--- config.mk ---
export PLATFORM = sky130hd
export DESIGN_NAME = hazard_branch_ctrl
export DESIGN_NICKNAME = d
export VERILOG_FILES = /design/src/rtl/hazard_branch_ctrl.sv
export SDC_FILE = /design/constraint.sdc
export NUM_CORES = 1
export LEC_CHECK = 0
export CORE_AREA = 2 2 107 109
export CTS_CLUSTER_SIZE = 25
export DETAILED_ROUTE_END_ITERATION = 10
export DIE_AREA = 0 0 109 111
export MAX_ROUTING_LAYER = met4
export PLACE_DENSITY = 0.74
export SLEW_MARGIN = 20
export SYNTH_ARGS = -nofsm -noshare
export SYNTH_HDL_FRONTEND = slang
export SYNTH_SLANG_ARGS = --single-unit
--- constraint.sdc ---
create_clock -name clk -period 3.24 [get_ports clk]
set_input_delay 0.648 -clock clk [delete_from_list [all_inputs] [get_ports clk]]
set_output_delay 0.648 -clock clk [all_outputs]
set_load 0.005 [all_outputs]
--- src/rtl/hazard_branch_ctrl.sv ---
// hazard_branch_ctrl: ID-stage hazard detection, stall sequencing and
// branch/jump redirect control for the fetch-side PC, plus stall and
// redirect event counters for performance debug.
module hazard_branch_ctrl #(
    parameter int PC_WIDTH = 32,
    parameter int RA_W     = 5,
    parameter int CNT_W    = 32
) (
    input  logic                clk,
    input  logic                rst,
    input  logic                id_valid,
    input  logic [RA_W-1:0]     id_rs1,
    input  logic [RA_W-1:0]     id_rs2,
    input  logic                id_use_rs1,
    input  logic                id_use_rs2,
    input  logic                id_is_bj,
    input  logic                id_bj_taken,
    input  logic [PC_WIDTH-1:0] id_target_pc,
    input  logic [RA_W-1:0]     ex_rd,
    input  logic                ex_reg_write,
    input  logic                ex_mem_read,
    input  logic [RA_W-1:0]     mem_rd,
    input  logic                mem_mem_read,
    output logic                stall,
    output logic                pc_src,
    output logic [PC_WIDTH-1:0] target_pc,
    output logic                flush_if_id,
    output logic                bubble_id_ex,
    output logic [CNT_W-1:0]    stall_cnt,
    output logic [CNT_W-1:0]    redirect_cnt
);

    typedef enum logic {
        IDLE,
        HOLD
    } state_t;

    state_t state;
    state_t state_next;

    logic rs1_ex_match;
    logic rs2_ex_match;
    logic rs1_mem_match;
    logic rs2_mem_match;
    logic ex_match;
    logic mem_match;
    logic hazard_two;
    logic hazard_one;

    // Source/producer register matching; x0 never matches
    always_comb begin
        rs1_ex_match  = id_use_rs1 && (id_rs1 != '0) && (id_rs1 == ex_rd);
        rs2_ex_match  = id_use_rs2 && (id_rs2 != '0) && (id_rs2 == ex_rd);
        rs1_mem_match = id_use_rs1 && (id_rs1 != '0) && (id_rs1 == mem_rd);
        rs2_mem_match = id_use_rs2 && (id_rs2 != '0) && (id_rs2 == mem_rd);
        ex_match      = rs1_ex_match || rs2_ex_match;
        mem_match     = rs1_mem_match || rs2_mem_match;
    end

    // Hazard classification: two-cycle (branch on EX load) and one-cycle cases
    always_comb begin
        hazard_two = id_valid && id_is_bj && ex_match && ex_mem_read;
        hazard_one = id_valid && (
                         (id_is_bj  && ex_match  && ex_reg_write && !ex_mem_read) ||
                         (id_is_bj  && mem_match && mem_mem_read) ||
                         (!id_is_bj && ex_match  && ex_mem_read));
    end

    // FSM state register
    always_ff @(posedge clk) begin
        if (rst) begin
            state <= IDLE;
        end else begin
            state <= state_next;
        end
    end

    // FSM next-state: a two-cycle hazard parks in HOLD for exactly one extra cycle
    always_comb begin
        state_next = state;
        case (state)
            IDLE:    if (hazard_two) state_next = HOLD;
            HOLD:    state_next = IDLE;
            default: state_next = IDLE;
        endcase
    end

    // FSM outputs: stall wins over redirect; everything is held low during reset
    always_comb begin
        stall        = 1'b0;
        pc_src       = 1'b0;
        target_pc    = '0;
        flush_if_id  = 1'b0;
        bubble_id_ex = 1'b0;
        if (!rst) begin
            case (state)
                IDLE:    stall = hazard_two || hazard_one;
                HOLD:    stall = 1'b1;
                default: stall = 1'b0;
            endcase
            pc_src       = id_valid && id_bj_taken && !stall;
            target_pc    = id_target_pc;
            flush_if_id  = pc_src;
            bubble_id_ex = stall;
        end
    end

    // Performance event counters, wrapping naturally at 2^CNT_W
    always_ff @(posedge clk) begin
        if (rst) begin
            stall_cnt    <= '0;
            redirect_cnt <= '0;
        end else begin
            if (stall) begin
                stall_cnt <= stall_cnt + CNT_W'(1);
            end
            if (pc_src) begin
                redirect_cnt <= redirect_cnt + CNT_W'(1);
            end
        end
    end

endmodule
==> results of run 1 <==
[per-layer routing]
| metal | GRT usage | vias up |
|---|---|---|
| met5 | - | - |
| met4 | 0.0658 | 0 |
| met3 | 0.0329 | 17 |
| met2 | 0.328 | 87 |
| met1 | 0.246 | 1981 |
| li1 | - | 2007 |
[registers in the layout, summed over array words and instances, names as in the netlist]
signal	flops
redirect_cnt	32
stall_cnt	32
state	1
[kinds of logic after synthesis]
| group | count (synthesis) |
|---|---|
| AOI/OAI and AO/OA | 78 |
| muxes | 5 |
| buffers and inverters | 31 |
| DFF | 65 |
| adders and majority gates | 2 |
| and+or+nand+nor | 224 |
| xor gates and xnor gates | 47 |
[worst max path at each step]
stage	start	to	slack, ps	cells after the start
after floorplan	id_rs2[1]	stall	7	9
after global placement	id_rs1[3]	bubble_id_ex	-410	8
after detailed placement	id_rs1[3]	bubble_id_ex	-500	8
after CTS	id_rs2[2]	redirect_cnt[28]	6	10
after global routing	id_rs2[0]	stall	3	8
final	mem_rd[4]	pc_src	40	8
[critical path: stages]
cell,delay (ps)
clkdlybuf4s50_1,440
xor2_1,160
or4_4,550
o22ai_4,180
nor2_2,70
and2_1,170
nor2b_2,170
buf_2,170
[area by class of cell]
cell class | count | area (sq um)
timing repair buffer | 197 | 1860
tap | 143 | 179
clock inverter | 4 | 50.0
fill | 1021 | 5030
sequential | 65 | 1300
multi-input combinational | 357 | 2350
clock buffer | 12 | 267
inverter | 8 | 30.0
[power breakdown]
group	internal [uW]	switching, uW
Sequential	802	2.32
Clock	656	349
Combinational	151	98.6
[cell usage after synthesis (6+ instances only)]
| cell type | count | area share |
|---|---|---|
| nand2_1 | 24 | 0.024 |
| dfxtp_1 | 65 | 0.35 |
| nand4_1 | 15 | 0.025 |
| or3_1 | 12 | 0.020 |
| xnor2_1 | 27 | 0.064 |
| nand3b_1 | 6 | 0.012 |
| or4_1 | 19 | 0.038 |
| nor2_1 | 45 | 0.045 |
| clkbuf_1 | 16 | 0.016 |
| inv_1 | 8 | 0.0081 |
| o31ai_1 | 17 | 0.034 |
| a21oi_1 | 31 | 0.042 |
| nand3_1 | 30 | 0.040 |
| xor2_1 | 20 | 0.047 |
| o21ai_0 | 10 | 0.013 |
| nor2b_1 | 38 | 0.064 |
[what timing repair did]
action / CTS / global route
hold buffers: 0 / 0
gates resized for setup: 33 / 9
buffers inserted: 2 / 1
gates cloned: 0 / 1
endpoints found under the setup margin: 4 / 14
pin swaps: 5 / 8
[per-stage QoR]
step	total power, uW	instance area [sq um]	worst slack (ps)	utilization
floorplan	899	3720	6.94	-
global placement	1060	5650	-406	0.510
detailed placement	1060	5650	-499	0.510
CTS	2070	5990	5.88	0.541
global route	2120	6040	2.98	0.546
finish	2060	6040	35.6	0.546
==> reports/qor.yml, run 1 <==
wl_met2_mm: 6.08
worstMarginPinSlew_ps: 708
cts_buffers: 9
final_antenna_net_count: 0
relSlewSlack: 0.528
maxSlewViolCount: 0
clock-sinks: 65
dp.cells: 766
cts_buffer_depth: 2
grt_max_degree: 44
synth_compound_area_frac: 0.141
syn_inst: 452
wl_met1_mm: 5.32
dp_hpwl_mm: 8.71
synthFlopType: "dfxtp_1"
clockRootBuffer: "clkbuf_16"
port_buffers: 161
wl_per_cell_um: 15.2
period_needed_ps: 3200
die_y_um: 111
post-route-drc-count: 0
drt_iter0_drc: 181
die_w_um: 109
dr.pass1.iters: 4
max_cap_violations: 0
htreeDepth: 3
num_rows: 39
synth.distinct_cells: 47
hold_end: "stall_cnt[7]"
first_global_vias: 4035
start_kind: "input pin"
reg2reg_slack_ps: 450
reg2reg_to: "stall_cnt[29]"
synth-xor-area-share: 0.111
groute.usage.overall: 0.200
clock-skew-final_ps: 3.69
cp_max_fo: 3
synth_area_sq_um: 3720
ir_worst_vdd_v: 0.000289
top_layer: "met4"
ys_seq_area_frac: 0.350
grt_pass1_wl_mm: 19.0
end_kind: "output port"
viasPerCell: 5.21
start_util: 0.336
synth-seq-cells: 65
vias: 4092
rsz0062_at_grt: "false"
reg2regPathDepth: 7
antenna_cells: 0
nets: 702
die_area_sq_um: 12100
core_area_sq_um: 11100
finalHoldWorstSlack_ps: 496
layout.cells.non_filler: 786
area_delta_synth_final_pct: 62.5
synth-simple-area-share: 0.341
async_reset_ff_frac: 0
outcome: "complete, no violations"
clk-insertion-delay-late_ps: 330
antenna_found_initial: 0
io_pins: 162
hold_path.class: "flop to flop"
syn_avg_cell_area_sq_um: 8.23
finalHoldViolCount: 0
mostFrequentLayoutCells: "clkdlybuf4s50_1, dfxtp_1, nor2_1, nor2b_1, buf_4"
crit_type: "input pin to output port"
ys_warn_count: 0
hp-start: "stall_cnt[7]"
setup_viol: 0
drive_above_1_share: 0.131
routed_wl_mm: 11.9
met3WireLength_um: 327
fmax_mhz: 312
synth_mux_area_frac: 0.0145
tns_ps: 0
path_clk_slew_ps: 50
place_congestion: 0.905
crit_arrival_ps: 2560
cts_tree: "built"
whs_path_depth: 2
synth_nets: 516
power_leakage_uw: 0.00205
synth_top_family_by_area: "simple AND/OR/NAND/NOR gates"
synth_edf_count: 0
r2r_start: "stall_cnt[4]"
cp.required_ps: 2590
layout_commonest_cell: "clkdlybuf4s50_1"
period_share: 0.989
overflow: 0
synth_fa_ha_area_frac: 0.00673
power_density_nw_per_um2: 341
No activity file was read; power rests on OpenSTA's default activity.
==> run 2, diff against run 1 <==
- SETUP_SLACK_MARGIN: default -> 0.1
==> run 2 against run 1 <==
  * Power grew 0.76%
  * Clock-buffer cell count unchanged
  * Via count up 0.15%
  * Largest power group unchanged
  * Utilization rose by 0.94 points
==> reports/qor.yml, run 2 (same netlist as run 1, synthesis figures left out) <==
clkPwrFrac: 0.489  # about the same
antenna_found_initial: 0  # unchanged
end_kind: "output port"
power.switching_uw: 462  # +2.6%
final_util: 0.555  # +0.00938
clock-sinks: 65  # unchanged
cp_max_fo: 3  # unchanged
finalHoldWorstSlack_ps: 498  # +2.26 ps
ir_worst_vdd_v: 0.000328  # +13%
fin_ws_ps: 78.1  # +42.5 ps
core_area_sq_um: 11100  # unchanged
groute.usage.overall: 0.206  # +0.00642
die_w_um: 109  # unchanged
critPathMaxStageDelay_ps: 540  # about the same
antenna_cells: 0  # unchanged
start_kind: "input pin"
slowest_stage: "or4_4"
combPwrFrac: 0.123  # +0.002
die_y_um: 111  # unchanged
tns_ps: 0  # unchanged
nets: 709  # +1.0%
crit_arrival_ps: 2510  # -50 ps
path_clk_slew_ps: 50  # about the same
cts_tree: "built"
finalHoldViolCount: 0  # unchanged
outcome: "complete, no violations"
dr.pass1.iters: 4  # unchanged
layout_commonest_cell: "clkdlybuf4s50_1"
htreeDepth: 3  # unchanged
dp_hpwl_mm: 8.68  # -0.45%
final_antenna_net_count: 0  # unchanged
hold_path.class: "flop to flop"
power_leakage_uw: 0.00211  # +3.2%
clock-skew-final_ps: 5.89  # +2.19 ps
dp_slack_ps: -436  # +63.5 ps
rsz0062_at_grt: "true"
clk-insertion-delay-late_ps: 330  # about the same
mostFrequentLayoutCells: "clkdlybuf4s50_1, dfxtp_1, nor2_1, buf_4, nor2b_1"
post-route-drc-count: 0  # unchanged
fmax_mhz: 316  # +1.3%
num_rows: 39  # unchanged
port_buffers: 161  # unchanged
grt_pass1_wl_mm: 19.4  # +1.9%
period_share: 0.976  # -0.0131
cts_hold_buf: 0  # unchanged
clockRootBuffer: "clkbuf_16"
drt_iter0_drc: 216  # +19%
first_global_vias: 3999  # -0.89%
maxSlewViolCount: 0  # unchanged
place_congestion: 0.928  # +2.5%
vias: 4098  # +0.15%
start_util: 0.336  # unchanged
grt_max_degree: 44  # unchanged
switching_share: 0.222  # +0.00389
path_cells: "dlygate4sd2_1 -> or4_4 -> o21ai_1 -> nor4_2 -> o21ai_2 -> buf_4 -> and2_4 -> nor2b_4 -> clkdlybuf4s15_2"
worstMarginPinSlew_ps: 613  # -94.3 ps
viasPerCell: 5.17  # -0.74%
cts_buffers: 9  # unchanged
period_needed_ps: 3160  # -42.5 ps
crit_type: "input pin to output port"
cts_buffer_depth: 2  # unchanged
power_density_nw_per_um2: 338  # -0.94%
reg_top3: "redirect_cnt: 32 flops, stall_cnt: 32 flops, state: 1 flops"
drive_above_1_share: 0.152  # +0.0217
setup_viol: 0  # unchanged
max_cap_violations: 0  # unchanged
cp.required_ps: 2590  # about the same
routed_wl_mm: 11.9  # -0.34%
overflow: 0  # unchanged
area_delta_synth_final_pct: 65.3
relSlewSlack: 0.588  # +0.0597
die_area_sq_um: 12100  # unchanged
pwr-share-seq: 0.388  # -0.002
fillers: 978  # -4.2%
io_pins: 162  # unchanged
total_power_uw: 2080  # +0.76%
wl_per_cell_um: 15.0  # -1.2%
p_int_uw: 1610  # +0.26%
## run 2: worst max-delay path: cells and delay by family
family / cells / cell delay [ps]
buffers and inverters: 3 / 630
AOI/OAI and AO/OA: 2 / 330
and+or+nand+nor: 4 / 920
## run 2: final timing paths
kind,start,end,slack (ps),depth (start not counted)
worst max register to register,stall_cnt[4],stall_cnt[29],490,7
worst max-delay path,id_rs1[2],pc_src,80,9
worst min register to register,stall_cnt[7],stall_cnt[7],500,2
worst min-delay path,stall_cnt[7],stall_cnt[7],500,2
## run 2: final cells by class
| type | instances | area (sq um) | share of cell area |
|---|---|---|---|
| clock inverter | 4 | 50.0 | 0.00814 |
| tap | 143 | 179 | 0.0291 |
| sequential | 65 | 1300 | 0.212 |
| inverter | 8 | 30.0 | 0.00488 |
| multi-input combinational | 356 | 2390 | 0.388 |
| timing repair buffer | 205 | 1930 | 0.314 |
| clock buffer | 12 | 267 | 0.0434 |
## run 2: metal layers
| metal | wire [um] | up-vias | track usage | part of all wire |
|---|---|---|---|---|
| met2 | 5980 | 117 | 0.334 | 0.50 |
| met1 | 5010 | 1940 | 0.245 | 0.42 |
| met5 | 0 | - | - | 0 |
| li1 | - | 2017 | - | - |
| met3 | 647 | 24 | 0.0623 | 0.054 |
| met4 | 238 | 0 | 0.0590 | 0.020 |
## run 2: repair_timing
item	CTS	global route
pin swaps	10	7
buffers inserted	9	2
gates resized for setup	40	18
setup endpoints to repair	5	28
## run 2: through the flow
stage	instances	area, sq um
floorplan	452	3740
global placement	766	5670
detailed placement	766	5670
CTS	791	6060
global route	793	6150
finish	793	6150
## run 2: power groups by stage
stage	sequential [uW]	combinational [uW]	clock [uW]
4_1_cts	804	246	1040
3_5_place_dp	822	244	0
6_report	804	255	1020
3_3_place_gp	821	241	0
5_1_grt	804	273	1070
2_1_floorplan	821	79.2	0
==> run 3, diff against run 2 <==
==> constraint.sdc (replaced) <==
create_clock -name clk -period 3.24 [get_ports clk]
set_input_delay 0.324 -clock clk [delete_from_list [all_inputs] [get_ports clk]]
set_output_delay 0.324 -clock clk [all_outputs]
set_load 0.005 [all_outputs]
==> run 3 against run 2 <==
  * Routed wire length shrank 4.9%
  * First-iteration DRC count down 16%
  * Critical path depth down 1
  * Utilization is 2.4 points lower
  * Clock-buffer cell count is 1 lower
  * Cell area down 4.3%
  * Die area unchanged
  * Clock power increased by 9.8%
  * Global-route usage is 1.4 points lower
  * Clock skew is 1.9 ps higher
  * Fmax up 2.9%
  * Critical path type unchanged
  * Largest cell class unchanged
==> reports/qor.yml, run 3 (same netlist as run 1, synthesis figures left out) <==
outcome: "complete, no violations"
end_kind: "output port"
maxSlewViolCount: 0  # unchanged
fin_ws_ps: 166  # +87.8 ps
groute.usage.overall: 0.192  # -0.0139
cts_hold_buf: 0  # unchanged
antenna_cells: 0  # unchanged
clk-insertion-delay-late_ps: 330  # about the same
drive_above_1_share: 0.0808  # -0.0715
cts_tree: "built"
grt_max_degree: 44  # unchanged
period_share: 0.949  # -0.0271
clockRootBuffer: "clkbuf_16"
grt_pass1_wl_mm: 18.3  # -5.4%
nets: 678  # -4.4%
relSlewSlack: 0.477  # -0.111
post-route-drc-count: 0  # unchanged
port_buffers: 161  # unchanged
overflow: 0  # unchanged
crit_arrival_ps: 2750  # +240 ps
dr.pass1.iters: 4  # unchanged
start_kind: "input pin"
htreeDepth: 3  # unchanged
routed_wl_mm: 11.3  # -4.9%
crit_type: "input pin to output port"
place_congestion: 0.955  # +2.9%
layout_commonest_cell: "clkdlybuf4s50_1"
start_util: 0.336  # unchanged
die_area_sq_um: 12100  # unchanged
setup_viol: 0  # unchanged
first_global_vias: 3783  # -5.4%
max_cap_violations: 0  # unchanged
io_pins: 162  # unchanged
cp.required_ps: 2920  # +330 ps
cts_buffers: 9  # unchanged
die_y_um: 111  # unchanged
period_needed_ps: 3070  # -87.8 ps
core_area_sq_um: 11100  # unchanged
final_util: 0.531  # -0.0239
rsz0062_at_grt: "false"
finalHoldViolCount: 0  # unchanged
clock-skew-final_ps: 7.75  # +1.86 ps
worstMarginPinSlew_ps: 784  # +171 ps
final_antenna_net_count: 0  # unchanged
area_delta_synth_final_pct: 58.2
finalHoldWorstSlack_ps: 501  # +3.01 ps
mostFrequentLayoutCells: "clkdlybuf4s50_1, dfxtp_1, nor2_1, nor2b_1, a21oi_1"
hold_path.class: "flop to flop"
reg_top3: "redirect_cnt: 32 flops, stall_cnt: 32 flops, state: 1 flops"
power_density_nw_per_um2: 367  # +8.8%
dp_slack_ps: 98.7  # +535 ps
cp_max_fo: 4  # +1
num_rows: 39  # unchanged
clock-sinks: 65  # unchanged
ir_worst_vdd_v: 0.000262  # -20%
vias: 4039  # -1.4%
power_leakage_uw: 0.00188  # -11%
drt_iter0_drc: 181  # -16%
viasPerCell: 5.30  # +2.6%
tns_ps: 0  # unchanged
antenna_found_initial: 0  # unchanged
dp_hpwl_mm: 8.28  # -4.5%
die_w_um: 109  # unchanged
wl_per_cell_um: 14.8  # -1.0%
cts_buffer_depth: 2  # unchanged
fmax_mhz: 325  # +2.9%
path_clk_slew_ps: 50  # about the same
==> run 3: changes by cell type in the layout (fill, tap and decap cells not counted), sizes merged, moves of 2 or more <==
cell	change
buf	-34
bufinv	+2
clkdlybuf4s50	+24
dlygate4sd2	-15
dlymetal6s2s	-5
==> run 3: per-stage QoR <==
step / instances / power, uW / cell area (sq um)
global route: 762 / 2230 / 5880
detailed placement: 746 / 1050 / 5510
CTS: 762 / 2180 / 5860
global placement: 746 / 1040 / 5510
finish: 762 / 2160 / 5880
floorplan: 452 / 899 / 3720
==> run 3: final timing paths <==
kind	endpoint	start	slack, ps	cells past startpoint
worst max-delay path	bubble_id_ex	id_rs1[0]	170	8
worst min-delay path	stall_cnt[30]	stall_cnt[30]	500	2
worst max register to register	stall_cnt[29]	stall_cnt[4]	490	7
worst min register to register	stall_cnt[30]	stall_cnt[30]	500	2
==> run 3: cell type report <==
cell class	instances	area (sq um)
Clock buffer	11	243
Clock inverter	5	103
Fill cell	1009	5190
Inverter	8	30.0
Multi-Input combinational cell	356	2310
Sequential cell	65	1300
Tap cell	143	179
Timing Repair Buffer	174	1720
==> run 3: metal layers <==
layer  vias up  part of all wire  GRT usage
li1       1964                 -          -
met1      1960              0.44      0.239
met2       104              0.51      0.312
met3        11             0.044     0.0388
met4         0            0.0092     0.0573
met5         -                 0          -
==> run 3: worst max-delay path, cell delays in order <==
cell             delay (ps)
clkdlybuf4s50_1         510
xor2_1                  210
or4_1                   530
o22ai_4                 230
nor2_1                   80
a21o_1                  210
nor2_2                  130
clkdlybuf4s50_1         530
==> run 3: timing repair <==
item                                    CTS  global route
endpoints found under the hold margin     0             0
endpoints found under the setup margin    2             4
resized for setup                         1             7
pin swaps                                 0             0
buffers inserted                          0             0
==> run 3: power breakdown <==
part | leakage, uW | total [uW] | switching, uW | internal (uW)
registers | 0.000523 | 804 | 2.40 | 802
clock network | 0.000166 | 1120 | 353 | 771
logic | 0.00119 | 232 | 89.9 | 142
